**src/rtl/reset_sequencer_pkg.sv**
```systemverilog
// Shared types and width helpers for the ordered reset sequencer.
package reset_sequencer_pkg;

    typedef enum logic [2:0] {
        ST_IDLE  = 3'd0,
        ST_HOLD  = 3'd1,
        ST_WAIT  = 3'd2,
        ST_RUN   = 3'd3,
        ST_FAULT = 3'd4
    } reset_seq_state_t;

    localparam int STATE_W = 3;

    // Bits needed to hold 0..max_val, never less than one.
    function automatic int width_of(input int max_val);
        return (max_val < 2) ? 1 : $clog2(max_val + 1);
    endfunction

endpackage

```
**src/rtl/reset_seq_timer.sv**
```systemverilog
// Loadable down-counter that sticks at zero; load has priority over enable.
module reset_seq_timer #(
    parameter int WIDTH = 8
) (
    input  logic             clk_i,
    input  logic             rst_n_i,
    input  logic             load_i,
    input  logic [WIDTH-1:0] load_val_i,
    input  logic             en_i,
    output logic             zero_o
);

    logic [WIDTH-1:0] cnt_q;
    logic [WIDTH-1:0] cnt_d;

    always_comb begin
        cnt_d = cnt_q;
        if (load_i) begin
            cnt_d = load_val_i;
        end else if (en_i && (cnt_q != '0)) begin
            cnt_d = cnt_q - 1'b1;
        end
    end

    always_ff @(posedge clk_i) begin
        if (!rst_n_i) begin
            cnt_q <= '0;
        end else begin
            cnt_q <= cnt_d;
        end
    end

    assign zero_o = (cnt_q == '0);

endmodule

```
**src/rtl/reset_sequencer.sv**
```systemverilog
// Releases per-subsystem resets in order, waiting for each stage's ready
// flag, with bounded timeout retries and a latched fault.
//
// state | meaning
// IDLE  | waiting for pll lock, all stages held in reset
// HOLD  | counting reset hold before releasing stage k
// WAIT  | stage k released, waiting for its ready (timeout running)
// RUN   | every stage released and ready
// FAULT | retries exhausted, all stages held until soft_rst or reset
module reset_sequencer
    import reset_sequencer_pkg::*;
#(
    parameter int  NUM_STAGES  = 3,
    parameter int  RELEASE_DLY = 256,
    parameter int  TIMEOUT     = 1048576,
    parameter int  RETRY_MAX   = 3,
    localparam int RETRY_W     = width_of(RETRY_MAX)
) (
    input  logic                  clk_sys,
    input  logic                  rst_sys_n,
    input  logic                  pll_locked,
    input  logic [NUM_STAGES-1:0] stage_ready,
    input  logic                  soft_rst,
    output logic [NUM_STAGES-1:0] stage_rst,
    output logic                  all_ready,
    output logic                  fault,
    output logic [RETRY_W-1:0]    retry_cnt,
    output logic [STATE_W-1:0]    state_dbg
);

    localparam int K_W   = width_of(NUM_STAGES - 1);
    localparam int CNT_W = width_of(RELEASE_DLY - 1);
    localparam int TMO_W = width_of(TIMEOUT - 1);

    localparam logic [K_W-1:0]     K_LAST    = K_W'(NUM_STAGES - 1);
    localparam logic [CNT_W-1:0]   CNT_LOAD  = CNT_W'(RELEASE_DLY - 1);
    localparam logic [TMO_W-1:0]   TMO_LOAD  = TMO_W'(TIMEOUT - 1);
    localparam logic [RETRY_W-1:0] RETRY_LIM = RETRY_W'(RETRY_MAX);

    reset_seq_state_t     state_q, state_d;
    logic [K_W-1:0]       k_q, k_d;
    logic [RETRY_W-1:0]   retry_q, retry_d;
    logic                 hold_load, tmo_load;
    logic                 cnt_zero, tmo_zero;
    logic                 ready_k, lower_drop;
    logic [NUM_STAGES-1:0] lower_mask;

    reset_seq_timer #(.WIDTH(CNT_W)) u_hold_timer (
        .clk_i      (clk_sys),
        .rst_n_i    (rst_sys_n),
        .load_i     (hold_load),
        .load_val_i (CNT_LOAD),
        .en_i       (state_q == ST_HOLD),
        .zero_o     (cnt_zero)
    );

    reset_seq_timer #(.WIDTH(TMO_W)) u_tmo_timer (
        .clk_i      (clk_sys),
        .rst_n_i    (rst_sys_n),
        .load_i     (tmo_load),
        .load_val_i (TMO_LOAD),
        .en_i       (state_q == ST_WAIT),
        .zero_o     (tmo_zero)
    );

    always_ff @(posedge clk_sys) begin
        if (!rst_sys_n) begin
            state_q <= ST_IDLE;
            k_q     <= '0;
            retry_q <= '0;
        end else begin
            state_q <= state_d;
            k_q     <= k_d;
            retry_q <= retry_d;
        end
    end

    // An already-released stage losing ready is treated like a timeout.
    always_comb begin
        lower_mask = '0;
        for (int j = 0; j < NUM_STAGES; j++) begin
            if (j < int'(k_q)) lower_mask[j] = 1'b1;
        end
    end

    assign ready_k    = stage_ready[k_q];
    assign lower_drop = |(lower_mask & ~stage_ready);

    always_comb begin
        state_d   = state_q;
        k_d       = k_q;
        retry_d   = retry_q;
        hold_load = 1'b0;
        tmo_load  = 1'b0;
        if (!pll_locked) begin
            state_d = ST_IDLE;
            k_d     = '0;
        end else if (soft_rst && (state_q != ST_IDLE)) begin
            state_d   = ST_HOLD;
            k_d       = '0;
            retry_d   = '0;
            hold_load = 1'b1;
        end else begin
            case (state_q)
                ST_IDLE: begin
                    state_d   = ST_HOLD;
                    k_d       = '0;
                    hold_load = 1'b1;
                end
                ST_HOLD: begin
                    if (cnt_zero) begin
                        state_d  = ST_WAIT;
                        tmo_load = 1'b1;
                    end
                end
                ST_WAIT: begin
                    if (ready_k) begin
                        if (k_q == K_LAST) begin
                            state_d = ST_RUN;
                            retry_d = '0;
                        end else begin
                            state_d   = ST_HOLD;
                            k_d       = k_q + 1'b1;
                            hold_load = 1'b1;
                        end
                    end else if (tmo_zero || lower_drop) begin
                        if (retry_q < RETRY_LIM) begin
                            state_d   = ST_HOLD;
                            k_d       = '0;
                            retry_d   = retry_q + 1'b1;
                            hold_load = 1'b1;
                        end else begin
                            state_d = ST_FAULT;
                        end
                    end
                end
                ST_RUN: begin
                    if (!(&stage_ready)) begin
                        state_d   = ST_HOLD;
                        k_d       = '0;
                        hold_load = 1'b1;
                    end
                end
                ST_FAULT: begin
                    state_d = ST_FAULT;
                end
                default: begin
                    state_d = ST_IDLE;
                    k_d     = '0;
                end
            endcase
        end
    end

    // Outputs decode registered state only, so inputs never reach them combinationally.
    always_comb begin
        stage_rst = '1;
        for (int j = 0; j < NUM_STAGES; j++) begin
            case (state_q)
                ST_HOLD: stage_rst[j] = (j >= int'(k_q));
                ST_WAIT: stage_rst[j] = (j > int'(k_q));
                ST_RUN:  stage_rst[j] = 1'b0;
                default: stage_rst[j] = 1'b1;
            endcase
        end
        all_ready = (state_q == ST_RUN);
        fault     = (state_q == ST_FAULT);
        retry_cnt = retry_q;
        state_dbg = state_q;
    end

endmodule
```
**config.mk**
```make
export PLATFORM = sky130hd
export DESIGN_NAME = reset_sequencer
export DESIGN_NICKNAME = d
export VERILOG_FILES = /design/src/rtl/reset_sequencer_pkg.sv /design/src/rtl/reset_seq_timer.sv /design/src/rtl/reset_sequencer.sv
export SDC_FILE = /design/constraint.sdc
export NUM_CORES = 1
export LEC_CHECK = 0
export CAP_MARGIN = 5
export CELL_PAD_IN_SITES_DETAIL_PLACEMENT = 0
export CELL_PAD_IN_SITES_GLOBAL_PLACEMENT = 2
export CORE_ASPECT_RATIO = 1.1
export CORE_MARGIN = 2
export CORE_UTILIZATION = 28
export DETAILED_ROUTE_END_ITERATION = 16
export GPL_TIMING_DRIVEN = 1
export PLACE_DENSITY = 0.77
export SETUP_SLACK_MARGIN = 0.15
export SLEW_MARGIN = 20
export SYNTH_ARGS = -nofsm -noshare
export SYNTH_HDL_FRONTEND = slang
export SYNTH_SLANG_ARGS = --single-unit
```
**constraint.sdc**
```tcl
create_clock -name clk_sys -period 2.5 [get_ports clk_sys]
set_input_delay 0.5 -clock clk_sys [delete_from_list [all_inputs] [get_ports clk_sys]]
set_output_delay 0.5 -clock clk_sys [all_outputs]
set_load 0.05 [all_outputs]
```
After elaboration in Yosys (flattened, before gate mapping)
Index checks and enable logic that the tools add are counted.
{"block": "totals", "inputBits": 7, "output_inout_bits": 10, "reg_bits": 35, "ramBits": 0, "mem_count": 0, "latchBits": 0, "romBits": 0}
{"block": "op_classes", "n_bitwise": 5, "n_div": 0, "shifts": 0, "order_cmp": 10, "n_mux": 44, "reduce_logical": 25, "n_mul": 0, "addsub": 4, "n_eq_ne": 14}
{"operator": "20-bit two-way mux", "n": 2}
{"operator": "2-bit two-way mux", "n": 12}
{"operator": "20-bit logical NOT", "n": 1}
{"operator": "20-bit nonzero test", "n": 1}
{"operator": "20-bit by 1-bit subtractor with 20-bit output (second input constant)", "n": 1}
{"operator": "1-bit two-way mux", "n": 16}
{"operator": "8-bit two-way mux", "n": 2}
{"operator": "3-bit two-way mux", "n": 5}
{"operator": "3-bit != test (second input constant)", "n": 5}
{"operator": "3-bit case mux with 5 select lines", "n": 1}
{"operator": "5-bit AND reduction", "n": 2}
{"operator": "1-bit case mux with 3 select lines", "n": 3}
{"operator": "3-bit AND reduction", "n": 3}
{"operator": "3-bit nonzero test", "n": 3}
{"operator": "8-bit logical NOT", "n": 1}
{"operator": "8-bit nonzero test", "n": 1}
{"operator": "8-bit by 1-bit subtractor with 8-bit output (second input constant)", "n": 1}
{"operator": "3-bit by 2-bit equality test with 1-bit output (second input constant)", "n": 2}
{"operator": "2-bit case mux with 3 select lines", "n": 1}
{"operator": "2-bit nonzero test", "n": 3}
{"operator": "3-bit OR reduction", "n": 2}
{"operator": "2-bit by 1-bit adder with 2-bit output (second input constant)", "n": 2}
{"operator": "1-bit by 2-bit >= comparator with 1-bit output (first input constant)", "n": 2}
{"operator": "1-bit by 2-bit less-than comparator with 1-bit output (first input constant)", "n": 2}
{"operator": "other kinds (22)", "n": 28}

Depth between registers and ports, before layout
Gate-level depths: netlist of run 1.
{"block": "logic_depth", "word_depth": 11, "depth_mapped": 9, "depth_no_buf": 8}

Modules after synthesis
From an unflattened synthesis of run 1, not the netlist that was laid out.
{"block": "unflattened", "cells_unflattened": 313, "area_unflattened_um2": 2538.7}
{"module": "reset_seq_timer (u_tmo_timer)", "instances": 1, "seq_area_each_um2": 400.4, "area_per_inst_um2": 1237.4, "cells_each": 151}
{"module": "reset_sequencer", "instances": 1, "seq_area_each_um2": 140.1, "area_per_inst_um2": 793.3, "cells_each": 104}
{"module": "reset_seq_timer (u_hold_timer)", "instances": 1, "seq_area_each_um2": 160.2, "area_per_inst_um2": 508.0, "cells_each": 58}

Worst setup path before layout of run 1
OpenSTA, ideal clock, no wires.
{"block": "synth_timing", "kind": "register to register", "startpoint": "reg state_q[0] (netlist: state_dbg[0])", "endpoint": "reg u_hold_timer.cnt_q[5]", "arrival_ps": 2154, "period_less_slack_ps": 2225, "t_required_ps": 2430, "path_slack_ps": 275, "n_path_buf": 1, "stages_incl_launch_ff": 8, "cell_sequence": "dfxtp_1 nor3b_1 o41a_1 clkbuf_1 and3_1 nand3b_1 xor2_1 a21oi_1"}
{"block": "synth_via", "elab_chain_cells": 5, "elab_cells_between_ends": 12}
{"item": "start, declared", "line_no": "reset_sequencer.sv:40", "rtl": "reset_seq_state_t state_q, state_d;"}
{"item": "start signal, assigned", "line_no": "reset_sequencer.sv:72", "rtl": "state_q <= state_d;"}
{"item": "3-bit by 2-bit equality test with 1-bit output, or another cell as far along", "line_no": "reset_sequencer.sv:104", "rtl": "case (state_q)"}
{"item": "1-bit case mux with 3 select lines or 1-bit logical AND (tied branches)", "line_no": "reset_sequencer.sv:104, reset_sequencer.sv:98"}
{"item": "1-bit two-way mux", "line_no": "reset_sequencer.sv:98", "rtl": "end else if (soft_rst && (state_q != ST_IDLE)) begin"}
{"item": "1-bit two-way mux", "line_no": "reset_sequencer.sv:95", "rtl": "if (!pll_locked) begin"}
{"item": "8-bit two-way mux or 2-bit nonzero test (tied branches)"}
{"item": "end signal, assigned", "line_no": "reset_seq_timer.sv:29", "rtl": "cnt_q <= cnt_d;"}
{"item": "end, declared", "line_no": "reset_seq_timer.sv:13", "rtl": "logic [WIDTH-1:0] cnt_q;"}
Several ways; a longest one is shown, not always the timed one.
A chain may end at the register's enable or synchronous reset.

Final worst setup path of run 1
{"block": "layout_timing", "startpoint": "reg u_tmo_timer.cnt_q[11]", "endpoint": "reg k_q[0]"}
{"block": "layout_via", "elab_chain_cells": 4}
{"item": "start, declared", "line_no": "reset_seq_timer.sv:13"}
{"item": "start signal, assigned", "line_no": "reset_seq_timer.sv:29"}
{"item": "20-bit logical NOT", "line_no": "reset_seq_timer.sv:33", "rtl": "assign zero_o = (cnt_q == '0);"}
{"item": "1-bit logical OR", "line_no": "reset_sequencer.sv:126", "rtl": "end else if (tmo_zero || lower_drop) begin"}
{"item": "3-bit != test (no line)"}
{"item": "5-bit AND reduction (no line)"}
{"item": "end signal, assigned", "line_no": "reset_sequencer.sv:73", "rtl": "k_q <= k_d;"}
{"item": "end, declared", "line_no": "reset_sequencer.sv:41", "rtl": "logic [K_W-1:0] k_q, k_d;"}
No other way between the ends.

==> results of run 1 <==
-- layout make-up --
class / count / area share
timing repair buffer: 33 / 0.108
sequential: 35 / 0.275
multi-input combinational: 193 / 0.527
inverter: 9 / 0.0133
clock inverter: 1 / 0.00196
tap: 87 / 0.0427
clock buffer: 6 / 0.0324
-- cells by family after synthesis --
group	Yosys count	share of synthesized area
simple gates	90	0.243
xor+xnor	25	0.104
mux	6	0.0291
fa+ha+maj	10	0.0595
buf+inv	18	0.0321
flops	35	0.333
compound gates	62	0.199
-- power by group --
group | total (mW) | internal [mW] | switching, mW
clock | 0.414 | 0.216 | 0.198
combinational | 0.132 | 0.0606 | 0.0712
sequential | 0.593 | 0.576 | 0.0177
total | 1.14 | 0.852 | 0.287
-- worst max path at each step --
stage	from	to	slack [ps]
final	u_tmo_timer.cnt_q[11]$_SDFFE_PN0P_	k_q[0]$_SDFFE_PP0P_	300
after global routing	u_hold_timer.cnt_q[2]$_SDFFE_PN0P_	u_tmo_timer.cnt_q[13]$_SDFFE_PN0P_	180
after CTS	u_tmo_timer.cnt_q[11]$_SDFFE_PN0P_	k_q[0]$_SDFFE_PP0P_	210
after detailed placement	stage_ready[1]	k_q[0]$_SDFFE_PP0P_	100
after global placement	stage_ready[1]	u_hold_timer.cnt_q[0]$_SDFFE_PN0P_	130
after floorplan	state_dbg[0]$_SDFFE_PN0P_	u_hold_timer.cnt_q[5]$_SDFFE_PN0P_	280
-- what timing repair did --
action | CTS | global route
setup endpoints to repair | 0 | 6
gates resized for setup | 0 | 1
hold endpoints to repair | 0 | 0
setup buffers | 0 | 2
-- worst min-delay path, stage by stage, from the launching register on --
cell	delay, ps
dfxtp_1	300
o21ai_0	70
a31oi_1	80
-- routing by layer --
metal,routed length (um),vias to the layer above,part of all wire
met5,0,-,0
met4,44,0,0.0093
met3,115,5,0.024
met2,2300,21,0.49
met1,2270,851,0.48
li1,-,943,-
-- state kept, by name, summed over array words and instances, names as in the netlist --
name and count:
k_q 2, retry_cnt 2, state_dbg 3, u_hold_timer.cnt_q 8
u_tmo_timer.cnt_q 20
-- stage by stage --
step	setup WS, ps	instances	cell area [sq um]	utilization	power, mW
global placement	131	355	2440	0.332	0.736
CTS	210	362	2530	0.344	1.16
finish	300	364	2550	0.347	1.14
global route	177	364	2550	0.347	1.20
floorplan	275	246	2100	-	0.689
detailed placement	100	355	2440	0.332	0.735
-- layout by cell type, fill, tap and decap left out, drive strengths merged, types with 4 or more instances in the layout --
cell,Yosys,final
nand3,8,8
a21oi,26,26
nor4,6,6
ha,10,10
nor2,23,23
inv,8,8
nand2b,4,4
mux2i,5,5
nand2,18,18
o21ai,13,13
xnor2,11,11
xor2,14,14
clkdlybuf4s50,0,11
dfxtp,35,35
clkbuf,9,6
nor3,4,4
buf,0,22
nor3b,4,4
==> impl_results.md, run 1 <==
* DR vias at 1820
* Worst VDD drop at 0.169 mV
* Setup TNS Final at 0 ps
* Fillers at 784
* Met3 GRT Util at 0.0245
* Critical-path top delay cell: or4_4
* Leading area contributor after synthesis: dfxtp_1
* # rows at 33
* Die footprint at 0.00822 sq mm
* #FFs+latches synth at 35
* Worst r2r src: u_tmo_timer.cnt_q[11]$_SDFFE_PN0P_
* Worst hold start: u_tmo_timer.cnt_q[5]$_SDFFE_PN0P_
* WHS Path Cells at 2
* Area delta synth->final at 21.1%
* Top-area cell type share of the netlist area at 0.333
* Leakage at 0.953 nW
* Fin. max-slew vios at 0
* Slew headroom at 0.666
* Area of the multi-input gates at 0.00134 sq mm
* Antenna cells at 0
* Fmax at 0.455 GHz
* CP max stage delay at 590 ps
* Die Span Y at 94.9 um
* Maximum root-to-sink buffer count at 2
* Ys async rst share at 0
* Synth cell count leaders: 35 x dfxtp_1, 26 x a21oi_1, 23 x nor2_1
* Max-cap violation count at 0
* Worst hold endpoint: u_tmo_timer.cnt_q[5]$_SDFFE_PN0P_
* First-pass GRT wire length at 8130 um
* DR pass1 iterations at 4
* CP startpoint kind: register
* Reg clk slew, reported paths at 70 ps
* Final hold vios at 0
* Number of global-route vias before repair at 1710
* Synth top area cells: dfxtp_1 33%, a21oi_1 6.2%, ha_1 5.9%
* Critical Path End Type: register
* Routability Congestion at 0.781
* Register-to-Register Path Depth at 6
* Syn Area/Cell at 8.55 sq um
* Worst path required time at 2710 ps
* Kind of critical path: register to register
* Die Span X at 86.6 um
* Pwr Density at 447 mW/mm^2
* Synth Cell Area at 0.00210 sq mm
* WP depth at 6
* Cells along the critical path: or4_4 -> nor3_4 -> a31oi_2 -> a2bb2o_4 -> a2111oi_4 -> mux2i_1
* Status: finished clean
* RSZ-0062 raised after global routing: false
* Drt total wl at 4720 um
* DP Wirelength at 3580 um
* Final #Nets at 294
* Mean number of vias per cell at 5.00
* Sequential share of the synthesized area at 0.333
* GR peak layer: met2
* Reg area at 701 sq um
* Final setup fails at 0
* R2R Setup Slk at 300 ps
* Pin count of the biggest net entering global routing at 28
* Initial Util at 0.286
* Yosys cell types at 49
* Hold/Removal Path Class: register to register
* CP arrival at 2410 ps
* Met2 Usage GRT at 0.211
* M1 GR Usage at 0.154
* Cells after Synth at 246
* Family with the most delay on the worst path: simple AND/OR/NAND/NOR gates
* I/O Buffers at 16
* Crit Path Max Fanout at 5
* Crit path buffers/inverters at 0
* Minimum clock period at 2200 ps
* CTS Root Cell: clkbuf_8
* DRT antenna net count at 0
* Dominant synthesized flop cell: dfxtp_1
* Share of layout cells above drive strength 1 at 0.148
* Iteration-0 DRC Markers at 52
* Initial antenna violation count at 0
* WL per Instance at 13.0 um
* Overflow after GRT at 0
* Worst skew pair latency at 280 ps
* Core Box Area at 0.00735 sq mm
* Syn Nets at 263
* YS warnings at 0
* Cell with the most instances after synthesis: dfxtp_1
* H-tree depth at 2
* Final hold slack at 507 ps
* Worst-margin pin slew at 499 ps
* EDFF count, synth at 0
* CTS Sinks at 35
* Final Cycle Share at 0.880
* Residual DRC at 0
* Aggregate global-route resource usage at 0.123
* IO Count at 17
* Num CTS Buffers at 5
* Setup Skew at 8.65 ps
* CTS tree: yes
* Cts hold-fix bufs at 0
* Critical R2R Capture: k_q[0]$_SDFFE_PP0P_
No activity file was read; power rests on OpenSTA's default activity.
==> run 2: changes to the inputs <==
SLEW_MARGIN = 0   (was 20)
==> results of run 2 <==
Final layout, timing and power as in run 1 (identical DEF).
==> run 3: changes to the inputs <==
CORE_UTILIZATION = 38   (was 28)
PLACE_DENSITY = 0.95   (was 0.77)
clock period = 2.7 ns   (was 2.5 ns; I/O delays follow)
==> run 3 against run 2 <==
Effect of this change: sequential power is 7.3% lower; non-clock buffer count is 6 lower; largest power group unchanged; cell area decreased by 2.3%.
==> impl_results.md, run 3 (synthesized netlist as in run 1, its figures left out) <==
* Status: finished clean
* Routed wire length on met3 at 140 um (+22%)
* Setup Skew at 5.54 ps (-3.12 ps)
* Kind of critical path: register to primary output
* Critical Path End Type: primary output
* Worst skew pair latency at 280 ps (about the same)
* Pin count of the biggest net entering global routing at 28 (unchanged)
* CTS Sinks at 35 (unchanged)
* Routed length on met1 at 2200 um (-2.8%)
* Fin util at 0.464 (+0.118)
* DR vias at 1807 (-0.71%)
* WHS Path Cells at 2 (unchanged)
* CTS tree: yes
* Critical-path top delay cell: dlygate4sd2_1
* DP Wirelength at 3330 um (-7.0%)
* Residual DRC at 0 (unchanged)
* Worst-margin pin slew at 825 ps (+326 ps)
* Pwr Density at 423 mW/mm^2 (-5.4%)
* DRT antenna net count at 0 (unchanged)
* Comb power frac at 0.110 (-0.006)
* Number of flip-flops in the largest register at 20 (unchanged)
* Slew headroom at 0.447 (-0.219)
* CTS Root Cell: clkbuf_8
* Register-to-Register Path Depth at 6 (unchanged)
* Area of the multi-input gates at 0.00134 sq mm (-0.47%)
* Number of global-route vias before repair at 1646 (-3.7%)
* Leakage at 0.923 nW (-3.2%)
* Setup TNS Final at 0 ps (unchanged)
* Top Metal Used: met4
* Hold/Removal Path Class: register to register
* Die Span X at 74.9 um (-14%)
* Maximum root-to-sink buffer count at 2 (unchanged)
* Minimum clock period at 2370 ps
* Final hold vios at 0 (unchanged)
* Reg area at 702 sq um (+0.18%)
* CP max stage delay at 530 ps (-60 ps)
* First-pass GRT wire length at 7760 um (-4.6%)
* Internal power at 785 uW (-7.9%)
* WL per Instance at 13.4 um (+3.1%)
* Initial antenna violation count at 0 (unchanged)
* RSZ-0062 raised after global routing: false
* Aggregate global-route resource usage at 0.163 (+0.0400)
* Iteration-0 DRC Markers at 111 (+110%)
* Fmax at 0.423 GHz
* Drt total wl at 4630 um (-2.0%)
* Wire length on met2 at 2240 um (-2.5%)
* Routability Congestion at 0.824 (+5.6%)
* CP startpoint kind: register
* Crit Path Max Fanout at 8 (+3)
* Reg clk slew, reported paths at 70 ps (about the same)
* Final setup fails at 0 (unchanged)
* Clk pwr share at 0.368 (+0.004)
* DR pass1 iterations at 4 (unchanged)
* Core Box Area at 0.00536 sq mm (-27%)
* Num CTS Buffers at 5 (unchanged)
* Switching share of total power at 0.254 (+0.00227)
* Share of layout cells above drive strength 1 at 0.114 (-0.0336)
* CP arrival at 1830 ps (-580 ps)
* Biggest register: u_tmo_timer.cnt_q
* Commonest non-fill, non-tap cell in the layout: dfxtp_1
* Area delta synth->final at 18.3%
* H-tree depth at 2 (unchanged)
* P_sw at 268 uW (-6.7%)
* Final #Nets at 288 (-2.0%)
* # rows at 28 (-15%)
* I/O Buffers at 16 (unchanged)
* Antenna cells at 0 (unchanged)
* Fin. max-slew vios at 0 (unchanged)
* Power Total at 1.05 mW (-7.6%)
* Cts hold-fix bufs at 0 (unchanged)
* IO Count at 17 (unchanged)
* Max-cap violation count at 0 (unchanged)
* Die footprint at 0.00615 sq mm (-25%)
* Worst path required time at 2160 ps (-550 ps)
* Worst VDD drop at 0.179 mV (+5.7%)
* Initial Util at 0.392 (+0.106)
* Final Cycle Share at 0.876
* Overflow after GRT at 0 (unchanged)
* Mean number of vias per cell at 5.22 (+4.5%)
* Cells along the critical path: inv_1 -> ha_1 -> nor2_1 -> o21ai_0 -> a21o_1 -> dlygate4sd2_1
* Die Span Y at 82.0 um (-14%)
* Commonest non-fill, non-tap cells in the layout: 34 x dfxtp_1, 26 x a21oi_1, 23 x nor2_1
* Fillers at 540 (-31%)
* Sequential power share at 0.522 (about the same)
[run 3: layer usage]
layer	vias up	GRT usage
met5	-	0
met4	0	0.0589
met3	5	0.0368
met2	33	0.267
met1	841	0.209
li1	928	-
[run 3: power by group through the flow]
| stage | Sequential [mW] | Combinational [mW] | Clock, mW |
|---|---|---|---|
| floorplan | 0.560 | 0.0776 | 0 |
| global placement | 0.561 | 0.115 | 0 |
| detailed placement | 0.561 | 0.115 | 0 |
| CTS | 0.550 | 0.117 | 0.403 |
| global route | 0.552 | 0.131 | 0.417 |
| finish | 0.550 | 0.116 | 0.387 |
[run 3: repair_timing]
item                       in CTS  in global routing
buffers inserted                0                  2
pin swaps                       0                  1
setup endpoints to repair       3                  2
resized for setup               3                  1
[run 3: layout make-up]
class,count,share of cell area
Timing Repair Buffer,27,0.0950
Tap cell,75,0.0377
Clock inverter,1,0.00201
Inverter,9,0.0136
Sequential cell,35,0.282
Multi-Input combinational cell,193,0.536
Clock buffer,6,0.0332
[run 3: worst max-delay path: cells and delay by family (launching register included)]
family	cells	cell delay (ps)
adder cells (fa/ha/maj)	1	170
buffers and inverters	2	690
AO/OA/AOI/OAI	2	260
AND/OR/NAND/NOR	1	40
flip-flops	1	380
[run 3: per-stage QoR]
stage / hold slack [ps] / instance area (sq um) / cells / worst slack [ps]
6_report: 501 / 2490 / 346 / 335
5_1_grt: 534 / 2490 / 346 / 205
4_1_cts: 501 / 2470 / 344 / 158
3_5_place_dp: 486 / 2390 / 337 / 174
3_3_place_gp: 485 / 2390 / 337 / 210
2_1_floorplan: 466 / 2100 / 246 / 475
[run 3: final timing paths]
| path | start | endpoint | slack, ps |
|---|---|---|---|
| setup / recovery | k_q[1]$_SDFFE_PP0P_ | stage_rst[1] | 330 |
| hold reg to reg | u_tmo_timer.cnt_q[5]$_SDFFE_PN0P_ | u_tmo_timer.cnt_q[5]$_SDFFE_PN0P_ | 500 |
| hold / removal | u_tmo_timer.cnt_q[5]$_SDFFE_PN0P_ | u_tmo_timer.cnt_q[5]$_SDFFE_PN0P_ | 500 |
| setup reg to reg | u_tmo_timer.cnt_q[11]$_SDFFE_PN0P_ | k_q[0]$_SDFFE_PP0P_ | 410 |
